**src/rtl/truth_table_sweeper_if.sv**
```systemverilog
// Stimulus/capture bundle between the sweeper and its driver. The block under
// test sits on the far side of a..d/m.
interface truth_table_sweeper_if;
   logic        start;
   logic [15:0] expected;
   logic        m;
   logic        a;
   logic        b;
   logic        c;
   logic        d;
   logic        busy;
   logic        done;
   logic        pass;
   logic [15:0] truth;

   modport master (
      output start, expected, m,
      input  a, b, c, d, busy, done, pass, truth
   );

   modport slave (
      input  start, expected, m,
      output a, b, c, d, busy, done, pass, truth
   );
endinterface

```
**src/rtl/truth_table_sweeper.sv**
```systemverilog
// Drives all 16 {a,b,c,d} vectors in ascending order, holds each one for
// HOLD_CYCLES, captures m at the end of every hold and checks the table.
//
// state    | meaning
// ---------+--------------------------------------------------------------
// ST_IDLE  | waiting for start, outputs at reset values
// ST_DRIVE | vector on a..d, hold counter running, m captured at hold end
// ST_CHECK | one cycle: compare captured table with latched expected
// ST_DONE  | result held until next start
module truth_table_sweeper #(
   parameter int HOLD_CYCLES = 20,
   parameter int CNT_W       = 8
) (
   input logic                  clk_i,
   input logic                  rst_i,
   truth_table_sweeper_if.slave sw
);

   typedef enum logic [1:0] {
      ST_IDLE  = 2'd0,
      ST_DRIVE = 2'd1,
      ST_CHECK = 2'd2,
      ST_DONE  = 2'd3
   } state_t;

   localparam logic [CNT_W-1:0] CNT_LAST = CNT_W'(HOLD_CYCLES - 1);
   localparam logic [CNT_W-1:0] CNT_ONE  = CNT_W'(1);

   if (HOLD_CYCLES < 1 || HOLD_CYCLES > 255 || (HOLD_CYCLES - 1) >= (1 << CNT_W)) begin : g_bad_param
      $error("truth_table_sweeper: HOLD_CYCLES out of range for CNT_W");
   end

   state_t           state_q, state_d;
   logic [3:0]       vec_q,   vec_d;
   logic [CNT_W-1:0] cnt_q,   cnt_d;
   logic [15:0]      truth_q, truth_d;
   logic [15:0]      exp_q,   exp_d;
   logic             busy_q,  busy_d;
   logic             done_q,  done_d;
   logic             pass_q,  pass_d;

   always_ff @(posedge clk_i) begin
      if (rst_i) begin
         state_q <= ST_IDLE;
         vec_q   <= 4'd0;
         cnt_q   <= '0;
         truth_q <= 16'h0000;
         exp_q   <= 16'h0000;
         busy_q  <= 1'b0;
         done_q  <= 1'b0;
         pass_q  <= 1'b0;
      end else begin
         state_q <= state_d;
         vec_q   <= vec_d;
         cnt_q   <= cnt_d;
         truth_q <= truth_d;
         exp_q   <= exp_d;
         busy_q  <= busy_d;
         done_q  <= done_d;
         pass_q  <= pass_d;
      end
   end

   always_comb begin
      state_d = state_q;
      vec_d   = vec_q;
      cnt_d   = cnt_q;
      truth_d = truth_q;
      exp_d   = exp_q;
      busy_d  = busy_q;
      done_d  = done_q;
      pass_d  = pass_q;

      case (state_q)
         ST_IDLE, ST_DONE: begin
            if (sw.start) begin
               state_d = ST_DRIVE;
               vec_d   = 4'd0;
               cnt_d   = '0;
               truth_d = 16'h0000;
               exp_d   = sw.expected;
               busy_d  = 1'b1;
               done_d  = 1'b0;
               pass_d  = 1'b0;
            end
         end
         ST_DRIVE: begin
            if (cnt_q != CNT_LAST) begin
               cnt_d = cnt_q + CNT_ONE;
            end else begin
               cnt_d          = '0;
               truth_d[vec_q] = sw.m;
               // Vector stays at 15 through CHECK/DONE; no wrap inside a sweep.
               if (vec_q == 4'hF) begin
                  state_d = ST_CHECK;
               end else begin
                  vec_d = vec_q + 4'd1;
               end
            end
         end
         ST_CHECK: begin
            pass_d  = (truth_q == exp_q);
            done_d  = 1'b1;
            busy_d  = 1'b0;
            state_d = ST_DONE;
         end
         default: begin
            state_d = ST_IDLE;
         end
      endcase
   end

   assign sw.a     = vec_q[3];
   assign sw.b     = vec_q[2];
   assign sw.c     = vec_q[1];
   assign sw.d     = vec_q[0];
   assign sw.busy  = busy_q;
   assign sw.done  = done_q;
   assign sw.pass  = pass_q;
   assign sw.truth = truth_q;

endmodule

```
**src/flat_wrapper.sv**
```systemverilog
// flat-port wrapper written by rule: the top's interface ports become plain ports
module truth_table_sweeper_flat 
#(
   parameter int HOLD_CYCLES = 20,
   parameter int CNT_W       = 8
)
  (clk_i, rst_i, sw_start, sw_expected, sw_m, sw_a, sw_b, sw_c, sw_d, sw_busy, sw_done, sw_pass, sw_truth);
  truth_table_sweeper_if sw_i ();
  input logic clk_i;
  input logic rst_i;
  input wire logic [$bits(sw_i.start)-1:0] sw_start;
  input wire logic [$bits(sw_i.expected)-1:0] sw_expected;
  input wire logic [$bits(sw_i.m)-1:0] sw_m;
  output wire logic [$bits(sw_i.a)-1:0] sw_a;
  output wire logic [$bits(sw_i.b)-1:0] sw_b;
  output wire logic [$bits(sw_i.c)-1:0] sw_c;
  output wire logic [$bits(sw_i.d)-1:0] sw_d;
  output wire logic [$bits(sw_i.busy)-1:0] sw_busy;
  output wire logic [$bits(sw_i.done)-1:0] sw_done;
  output wire logic [$bits(sw_i.pass)-1:0] sw_pass;
  output wire logic [$bits(sw_i.truth)-1:0] sw_truth;
  assign sw_i.start = sw_start;
  assign sw_i.expected = sw_expected;
  assign sw_i.m = sw_m;
  assign sw_a = sw_i.a;
  assign sw_b = sw_i.b;
  assign sw_c = sw_i.c;
  assign sw_d = sw_i.d;
  assign sw_busy = sw_i.busy;
  assign sw_done = sw_i.done;
  assign sw_pass = sw_i.pass;
  assign sw_truth = sw_i.truth;
  truth_table_sweeper #(.HOLD_CYCLES(HOLD_CYCLES), .CNT_W(CNT_W)) u_core (.clk_i(clk_i), .rst_i(rst_i), .sw(sw_i));
endmodule
```
**config.mk**
```make
export PLATFORM = sky130hd
export DESIGN_NAME = truth_table_sweeper_flat
export DESIGN_NICKNAME = d
export VERILOG_FILES = /design/src/rtl/truth_table_sweeper_if.sv /design/src/rtl/truth_table_sweeper.sv /design/src/flat_wrapper.sv
export SDC_FILE = /design/constraint.sdc
export NUM_CORES = 1
export LEC_CHECK = 0
export CAP_MARGIN = 5
export CORE_MARGIN = 4
export CORE_UTILIZATION = 40
export CTS_BUF_LIST = sky130_fd_sc_hd__clkbuf_4 sky130_fd_sc_hd__clkbuf_8 sky130_fd_sc_hd__clkbuf_16
export CTS_CLUSTER_DIAMETER = 150
export DETAILED_ROUTE_END_ITERATION = 6
export SETUP_SLACK_MARGIN = 0.15
export SYNTH_ARGS = -nofsm -noshare
export SYNTH_HDL_FRONTEND = slang
export SYNTH_SLANG_ARGS = --single-unit
```
**constraint.sdc**
```tcl
create_clock -name clk_i -period 2.6 [get_ports clk_i]
set_input_delay 0.26 -clock clk_i [delete_from_list [all_inputs] [get_ports clk_i]]
set_output_delay 0.26 -clock clk_i [all_outputs]
set_load 0.01 [all_outputs]
```
==> results_dict.tcl, run 1 <==
set metrics [dict create \
    outcome "finished, final reports clean" \
    diodes 0 \
    mostFrequentLayoutCells "nand2_1 (60), dfxtp_1 (49), clkdlybuf4s50_1 (42), a21oi_1 (24), xor2_1 (19)" \
    crit_chain "inv_1 > ha_1 > nand2b_1 > nand2_1 > or4_1 > o41ai_2" \
    die_w_um 85.9 \
    ys_warn_count 0 \
    dp_cells 378 \
    antenna_found_initial 0 \
    vias 2082 \
    cts_buffers 5 \
    hp-class "register to register" \
    crit_family "simple AND/OR/NAND/NOR gates" \
    dpl.hpwl_um 4270 \
    cts_root_buf "clkbuf_8" \
    ant_nets 0 \
    ir_worst_vdd_mv 0.529 \
    area_delta_synth_final_pct 23.0 \
    n_fill_cell 581 \
    grt_pass1_vias 2039 \
    start_util 0.412 \
    clk_pin_slew_ps 90 \
    synth_cell_type_count 45 \
    drv_slew 0 \
    fin_crit_ps 2170 \
    fin_nets 338 \
    gp_congestion 0.806 \
    cts_sinks 49 \
    die_h_um 85.9 \
    leakage_nw 1.06 \
    drt-pass1-iter-count 5 \
    max-slew-margin-rel 0.555 \
    ys_seq_area_frac 0.405 \
    endpoint_kind "register" \
    placement.io_buffers 42 \
    tightest_slew_ps 667 \
    fmax_mhz 460 \
    grt_max_degree 22 \
    worstPathArrival_ps 2380 \
    synth_seq_cells 49 \
    grt_pass1_wl_um 9720 \
    fin_cells 386 \
    powerDensity_nw_per_um2 730 \
    cp_num_buf_inv 1 \
    tns_ps 0 \
    cts_max_path_buffers 2 \
    grtUsageTotal 0.164 \
    avgSynthCellArea_um2 8.85 \
    drtIter0Drc 106 \
    boundaryPins 43 \
    syn-cell-area_um2 2420 \
    timing.final.crit_share 0.836 \
    max_stage_delay_ps 540 \
    timing.final.hold_violations 0 \
    core_area_um2 5890 \
    worst-setup-path-type "register to register" \
    viasPerCell 5.39 \
    wl_per_cell_um 14.8 \
    rows 28 \
    grt_overflow 0 \
    final_common_cell "nand2_1" \
    syn-num-nets 302 \
    crit_path_top_delay_cell "or4_1" \
    critPathMaxFanout 8 \
    cts_tree "yes" \
    syn_inst 274 \
    rsz0062_at_grt "no" \
    cts_setup_buffers 0 \
    drv_cap 0 \
    insertion_delay_ps 300 \
    drt_wl_total_um 5700 \
    htreeDepth 2 \
    r2r_setup_slack_ps 430 \
    remaining_drc_errors 0 \
    required_ps 2810 \
    drive_gt1_frac 0.0932 \
    die-area_um2 7370 \
    final-setup-viol-count 0 \
    cp-start-kind "register" \
    finClkSkew_ps 5.12 \
]
==> worst paths after layout <==
check	startpoint	to	cells past startpoint
setup / recovery	u_core.state_q[0]	u_core.sw.pass	6
hold / removal	u_core.exp_q[15]	u_core.exp_q[15]	2
setup reg to reg	u_core.state_q[0]	u_core.sw.pass	6
hold reg to reg	u_core.exp_q[15]	u_core.exp_q[15]	2
==> Yosys cell counts (all sizes together) <==
library cell / instances / area, um^2
a221oi: 1 / 8.76
or2: 2 / 12.5
a211oi: 1 / 7.51
o211ai: 1 / 7.51
o31ai: 4 / 35.0
o2111ai: 1 / 8.76
inv: 8 / 30.0
nor2: 9 / 33.8
nand2b: 1 / 6.26
dfxtp: 49 / 981
nand2: 60 / 225
and3: 1 / 6.26
or4: 3 / 26.3
nor4: 9 / 120
clkbuf: 11 / 42.5
o21ai: 4 / 20.0
or3: 5 / 36.3
a32o: 16 / 160
nand3: 6 / 30.0
a21oi: 25 / 125
o41ai: 1 / 16.3
o21a: 1 / 7.51
xnor2: 1 / 8.76
a31oi: 3 / 18.8
mux2: 1 / 11.3
buf: 6 / 33.8
nand4: 7 / 43.8
a311oi: 1 / 8.76
and2: 3 / 18.8
or4b: 1 / 13.8
xor2: 19 / 166
nand4bb: 1 / 11.3
nor3: 3 / 20.0
mux2i: 1 / 22.5
ha: 8 / 100
==> routing by layer <==
layer,up-vias,global-route usage,routed length [um]
met1,973,0.207,2570
met4,0,0.0719,97
met3,8,0.0384,309
met2,47,0.267,2720
li1,1054,-,-
met5,-,0,0
==> metrics by stage <==
stage          instance area [um^2]  total power, mW  utilization  hold slack [ps]  setup slack (ps)
6_report                       2980             2.18        0.507              470               426
5_1_grt                        2980             2.35        0.507              486               285
4_1_cts                        2980             2.20        0.506              471               290
3_5_place_dp                   2890             1.76        0.491              458               305
3_3_place_gp                   2890             1.76        0.491              454               355
2_1_floorplan                  2420             1.54            -              396               652
==> timing repair <==
item | CTS | global route
hold endpoints to repair | 0 | 0
hold buffers | 0 | 0
gates resized for setup | 0 | 1
endpoints found under the setup margin | 0 | 1
==> tightest hold or removal path, cell delays in order (launching register included) <==
cell and delay, ps:
dfxtp_1 320, nand2_1 50, a21oi_1 50
==> final cells by class <==
cell class              count  area, um^2  area share
clock inverters             3        17.5     0.00587
inverters                   8        30.0      0.0101
clock buffers               5        68.8      0.0231
well taps                  75        93.8      0.0315
multi-input cells         200        1340       0.450
flip-flops and latches     49         981       0.329
repair buffers             46         450       0.151
==> state kept, by name, indices dropped and copies added, names as in the netlist <==
name,flops
u_core.exp_q,16
u_core.sw.truth,16
u_core.cnt_q,8
u_core.vec_q,4
u_core.state_q,2
u_core.sw.busy,1
u_core.sw.done,1
u_core.sw.pass,1
==> report_power, final <==
part           internal [mW]  switching (mW)
Clock                  0.186           0.247
Combinational          0.301           0.524
Sequential             0.846          0.0716
==> cells by family after synthesis <==
group | count (synthesis) | synth area share
flops | 49 | 0.405
mux | 2 | 0.0139
simple gates | 111 | 0.249
compound gates | 59 | 0.175
xor+xnor | 20 | 0.0722
fa+ha+maj | 8 | 0.0413
buf+inv | 25 | 0.0439
Power figures use the tool's default switching activity.
==> run 2, diff against run 1 <==
==> constraint.sdc (replaced) <==
create_clock -name clk_i -period 2 [get_ports clk_i]
set_input_delay 0.2 -clock clk_i [delete_from_list [all_inputs] [get_ports clk_i]]
set_output_delay 0.2 -clock clk_i [all_outputs]
set_load 0.01 [all_outputs]
==> run 2 against run 1 <==
Net effect:
- count of clock-buffer cells in the layout unchanged
- via count is 3.1% higher
- flip-flop and latch count unchanged
- non-clock buffer count is 17 higher
- global-route usage is 0.14 points higher
- register-to-register slack worse by 220 ps
- first-iteration DRC count is 22% lower
- setup slack got worse by 220 ps
- combinational power rose by 65%
- sequential share of layout area is 2.7 points lower
- cell count is 4.7% higher
- die area unchanged
- critical path type unchanged
- largest power group is now combinational logic
==> results_dict.tcl, run 2 (synthesis gave the netlist of run 1 again) <==
set metrics [dict create \
    outcome "finished, final reports clean" \
    power.total_mw 3.16 \
    clk_pin_slew_ps 100 \
    htreeDepth 2 \
    combPwrFrac 0.431 \
    p_int_mw 1.93 \
    worst-setup-path-type "register to register" \
    required_ps 2200 \
    place_area_um2 2980 \
    power_frac_seq 0.383 \
    p_sw_frac 0.388 \
    worstPathArrival_ps 1990 \
    insertion_delay_ps 300 \
    diodes 0 \
    antenna_found_initial 0 \
    power_switching_mw 1.22 \
    mostFrequentLayoutCells "nand2_1 (60), dfxtp_1 (44), clkdlybuf4s50_1 (42), a21oi_1 (24), xor2_1 (19)" \
    cts_buffers 5 \
    timing.final.hold_violations 0 \
    cts_max_path_buffers 2 \
    grtUsageTotal 0.166 \
    drv_slew 0 \
    die_w_um 85.9 \
    grt_pass1_vias 1966 \
    grt_max_degree 19 \
    drv_cap 0 \
    leakage_nw 1.19 \
    vias 2147 \
    viasPerCell 5.31 \
    finClkSkew_ps 8.46 \
    timing.final.crit_share 0.896 \
    tns_ps 0 \
    endpoint_kind "register" \
    n_fill_cell 558 \
    clockPowerShare 0.186 \
    fin_ws_ps 209 \
    boundaryPins 43 \
    fin_nets 356 \
    post-place-ws_ps -56.8 \
    rsz0062_at_grt "yes" \
    cts_tree "yes" \
    wl_per_cell_um 14.9 \
    final_common_cell "nand2_1" \
    grt_overflow 0 \
    fmax_mhz 558 \
    ant_nets 0 \
    remaining_drc_errors 0 \
    tightest_slew_ps 501 \
    powerDensity_nw_per_um2 962 \
    start_util 0.412 \
    gp_congestion 0.818 \
    die-area_um2 7370 \
    drtIter0Drc 83 \
    drt_wl_total_um 6040 \
    area_delta_synth_final_pct 35.3 \
    max-slew-margin-rel 0.663 \
    critPathMaxFanout 7 \
    drive_gt1_frac 0.185 \
    dpl.hpwl_um 4340 \
    multiInputGateArea_um2 1470 \
    ir_worst_vdd_mv 0.463 \
    die_h_um 85.9 \
    hp-class "input port to register" \
    stdcell_area_um2 3280 \
    rows 28 \
    cts_sinks 49 \
    cts_root_buf "clkbuf_8" \
    fin_crit_ps 1790 \
    placement.io_buffers 42 \
    core_area_um2 5890 \
    final-setup-viol-count 0 \
    cts_hold_buf 0 \
    regArea_um2 990 \
    cp-start-kind "register" \
    grt_pass1_wl_um 9860 \
    drt-pass1-iter-count 4 \
]
## run 2: worst paths after layout
| path | endpoint | startpoint | cells past startpoint | slack [ps] |
|---|---|---|---|---|
| worst max-delay path | u_core.sw.truth[0] | u_core.cnt_q[2] | 4 | 210 |
| worst min-delay path | u_core.exp_q[5] | sw_expected[5] | 3 | 440 |
| worst max register to register | u_core.sw.truth[0] | u_core.cnt_q[2] | 4 | 210 |
| worst min register to register | u_core.exp_q[10] | u_core.exp_q[10] | 2 | 470 |
## run 2: cell type report
type | instances | share of cell area
Timing Repair Buffer | 63 | 0.186
Clock inverter | 3 | 0.00686
Tap cell | 75 | 0.0286
Multi-Input combinational cell | 201 | 0.446
Clock buffer | 5 | 0.0210
Inverter | 8 | 0.00915
Sequential cell | 49 | 0.302
## run 2: per-stage QoR
step / instances / hold slack, ps / util
after floorplan: 274 / 336 / -
after global placement: 387 / 454 / 0.507
final: 404 / 441 / 0.558
after CTS: 400 / 434 / 0.540
after global routing: 404 / 436 / 0.558
after detailed placement: 387 / 459 / 0.507
## run 2: worst max-delay path, stage by stage (launching register included)
cell	delay, ps
dfxtp_2	370
or4_4	600
nor4_4	330
nand2_1	110
a32o_1	280
## run 2: layer usage
metal / global-route usage / up-vias / routed length, um
li1: - / 1090 / -
met1: 0.239 / 1001 / 2950
met2: 0.257 / 51 / 2740
met3: 0.0259 / 5 / 291
met4: 0.0446 / 0 / 50
met5: 0 / - / 0
## run 2: power by group through the flow
stage,logic (mW),clock network [mW],registers (mW)
after floorplan,0.844,0,1.21
after global placement,1.14,0,1.22
after detailed placement,1.15,0,1.22
after CTS,1.32,0.601,1.20
after global routing,1.50,0.647,1.23
final,1.36,0.587,1.21
## run 2: what timing repair did
action	in CTS	in global routing
pin swaps	2	8
endpoints found under the setup margin	29	22
gates cloned	1	1
gates resized for setup	13	12
setup buffers	4	3
==> run 3, diff against run 2 <==
--- a/config.mk
+++ b/config.mk
@@ -5,13 +5,14 @@
 export SDC_FILE = /design/constraint.sdc
 export NUM_CORES = 1
 export LEC_CHECK = 0
-export CAP_MARGIN = 5
+export CAP_MARGIN = 30
 export CORE_MARGIN = 4
 export CORE_UTILIZATION = 40
 export CTS_BUF_LIST = sky130_fd_sc_hd__clkbuf_4 sky130_fd_sc_hd__clkbuf_8 sky130_fd_sc_hd__clkbuf_16
 export CTS_CLUSTER_DIAMETER = 150
 export DETAILED_ROUTE_END_ITERATION = 6
 export SETUP_SLACK_MARGIN = 0.15
+export SLEW_MARGIN = 5
 export SYNTH_ARGS = -nofsm -noshare
 export SYNTH_HDL_FRONTEND = slang
 export SYNTH_SLANG_ARGS = --single-unit
==> run 3 against run 2 <==
Net effect:
- non-clock buffer count up 2
- register-to-register slack worse by 50 ps
- design area down 0.38%
- via count up 1.2%
- first-iteration DRC count up 8.4%
- total power up 4.5%
- critical path depth up 3
- die area unchanged
- setup slack worse by 48 ps
- critical endpoint is now u_core.sw.truth[15]
- largest power group unchanged
==> results_dict.tcl, run 3 (synthesis gave the netlist of run 1 again) <==
set metrics [dict create \
    insertion_delay_ps 310 \
    outcome "finished, final reports clean" \
    start_util 0.412 \
    placement.io_buffers 42 \
    grtUsageTotal 0.165 \
    fin_ws_ps 160 \
    die_w_um 85.9 \
    grt_pass1_vias 2019 \
    drive_gt1_frac 0.181 \
    ir_worst_vdd_mv 0.484 \
    grt_max_degree 19 \
    fmax_mhz 544 \
    endpoint_kind "register" \
    cts_sinks 49 \
    remaining_drc_errors 0 \
    final-setup-viol-count 0 \
    power_frac_seq 0.365 \
    critPathMaxFanout 3 \
    stdcell_area_um2 3270 \
    gp_congestion 0.818 \
    diodes 0 \
    finClkSkew_ps 11.5 \
    final_common_cell "nand2_1" \
    wl_per_cell_um 14.8 \
    grt_overflow 0 \
    fin_crit_ps 1840 \
    vias 2173 \
    viasPerCell 5.35 \
    utilization 0.555 \
    multiInputGateArea_um2 1450 \
    post-place-ws_ps -34.7 \
    area_delta_synth_final_pct 34.8 \
    core_area_um2 5890 \
    cp-start-kind "register" \
    required_ps 2240 \
    powerDensity_nw_per_um2 1010 \
    tns_ps 0 \
    rows 28 \
    max-slew-margin-rel 0.677 \
    p_int_mw 2.06 \
    die_h_um 85.9 \
    worstPathArrival_ps 2080 \
    cts_tree "yes" \
    clockPowerShare 0.181 \
    power_switching_mw 1.25 \
    worst-setup-path-type "register to register" \
    htreeDepth 2 \
    boundaryPins 43 \
    fin_nets 358 \
    tightest_slew_ps 480 \
    die-area_um2 7370 \
    regArea_um2 986 \
    hp-class "input port to register" \
    timing.final.crit_share 0.920 \
    drv_slew 0 \
    drv_cap 0 \
    n_fill_cell 556 \
    cts_buffers 5 \
    antenna_found_initial 0 \
    ant_nets 0 \
    cts_hold_buf 0 \
    leakage_nw 1.19 \
    grt_pass1_wl_um 9780 \
    combPwrFrac 0.453 \
    drt-pass1-iter-count 4 \
    cts_max_path_buffers 2 \
    drt_wl_total_um 6000 \
    cts_root_buf "clkbuf_8" \
    clk_pin_slew_ps 100 \
    timing.final.hold_violations 0 \
    drtIter0Drc 90 \
    mostFrequentLayoutCells "nand2_1 (60), dfxtp_1 (45), clkdlybuf4s50_1 (42), a21oi_1 (25), buf_4 (20)" \
    place_area_um2 2990 \
    dpl.hpwl_um 4380 \
    p_sw_frac 0.377 \
    rsz0062_at_grt "yes" \
]
## run 3: changes by cell type in the layout (fill, tap and decap cells not counted), sizes merged
cell      change
clkinvlp      +2
clkinv        -3
buf           +3
## run 3: routing by layer
layer	GRT usage	vias up	wire, um
li1	-	1093	-
met1	0.229	1021	2940
met2	0.256	53	2660
met3	0.0365	6	310
met4	0.0532	0	87
met5	0	-	0
## run 3: final timing paths
check                              to  cells after the start  slack [ps]              start
setup / recovery  u_core.sw.truth[15]                      7         160  u_core.state_q[0]
hold / removal        u_core.exp_q[5]                      3         430     sw_expected[5]
setup reg to reg  u_core.sw.truth[15]                      7         160  u_core.state_q[0]
hold reg to reg      u_core.exp_q[10]                      2         470   u_core.exp_q[10]
## run 3: what timing repair did
action                                  in CTS  in global routing
cloned                                       1                  0
pin swaps                                    3                 13
endpoints found under the setup margin      28                 23
gates resized for setup                     10                 10
setup buffers                                5                  4
## run 3: worst max-delay path, cell delays in order (launching register included)
cell     delay, ps
dfxtp_2        350
inv_2           50
ha_4           240
buf_6          130
mux2i_4        200
buf_4          150
or4_1          500
a21oi_1        150
## run 3: area by class of cell
| class | instances | area share |
|---|---|---|
| Inverter | 8 | 0.00918 |
| Multi-Input combinational cell | 201 | 0.442 |
| Timing Repair Buffer | 65 | 0.190 |
| Sequential cell | 49 | 0.302 |
| Clock buffer | 6 | 0.0233 |
| Clock inverter | 2 | 0.00459 |
| Tap cell | 75 | 0.0287 |
## run 3: metrics by stage
| step | instances | hold WS (ps) | total power, mW |
|---|---|---|---|
| 6_report | 406 | 432 | 3.30 |
| 5_1_grt | 406 | 437 | 3.50 |
| 4_1_cts | 402 | 430 | 3.14 |
| 3_5_place_dp | 388 | 458 | 2.38 |
| 3_3_place_gp | 387 | 454 | 2.36 |
| 2_1_floorplan | 274 | 336 | 2.05 |
## run 3: power by group through the flow
stage	logic, mW	registers [mW]	clock network, mW
detailed placement	1.16	1.22	0
floorplan	0.844	1.21	0
global route	1.63	1.22	0.647
CTS	1.33	1.20	0.612
finish	1.50	1.21	0.599
global placement	1.14	1.22	0
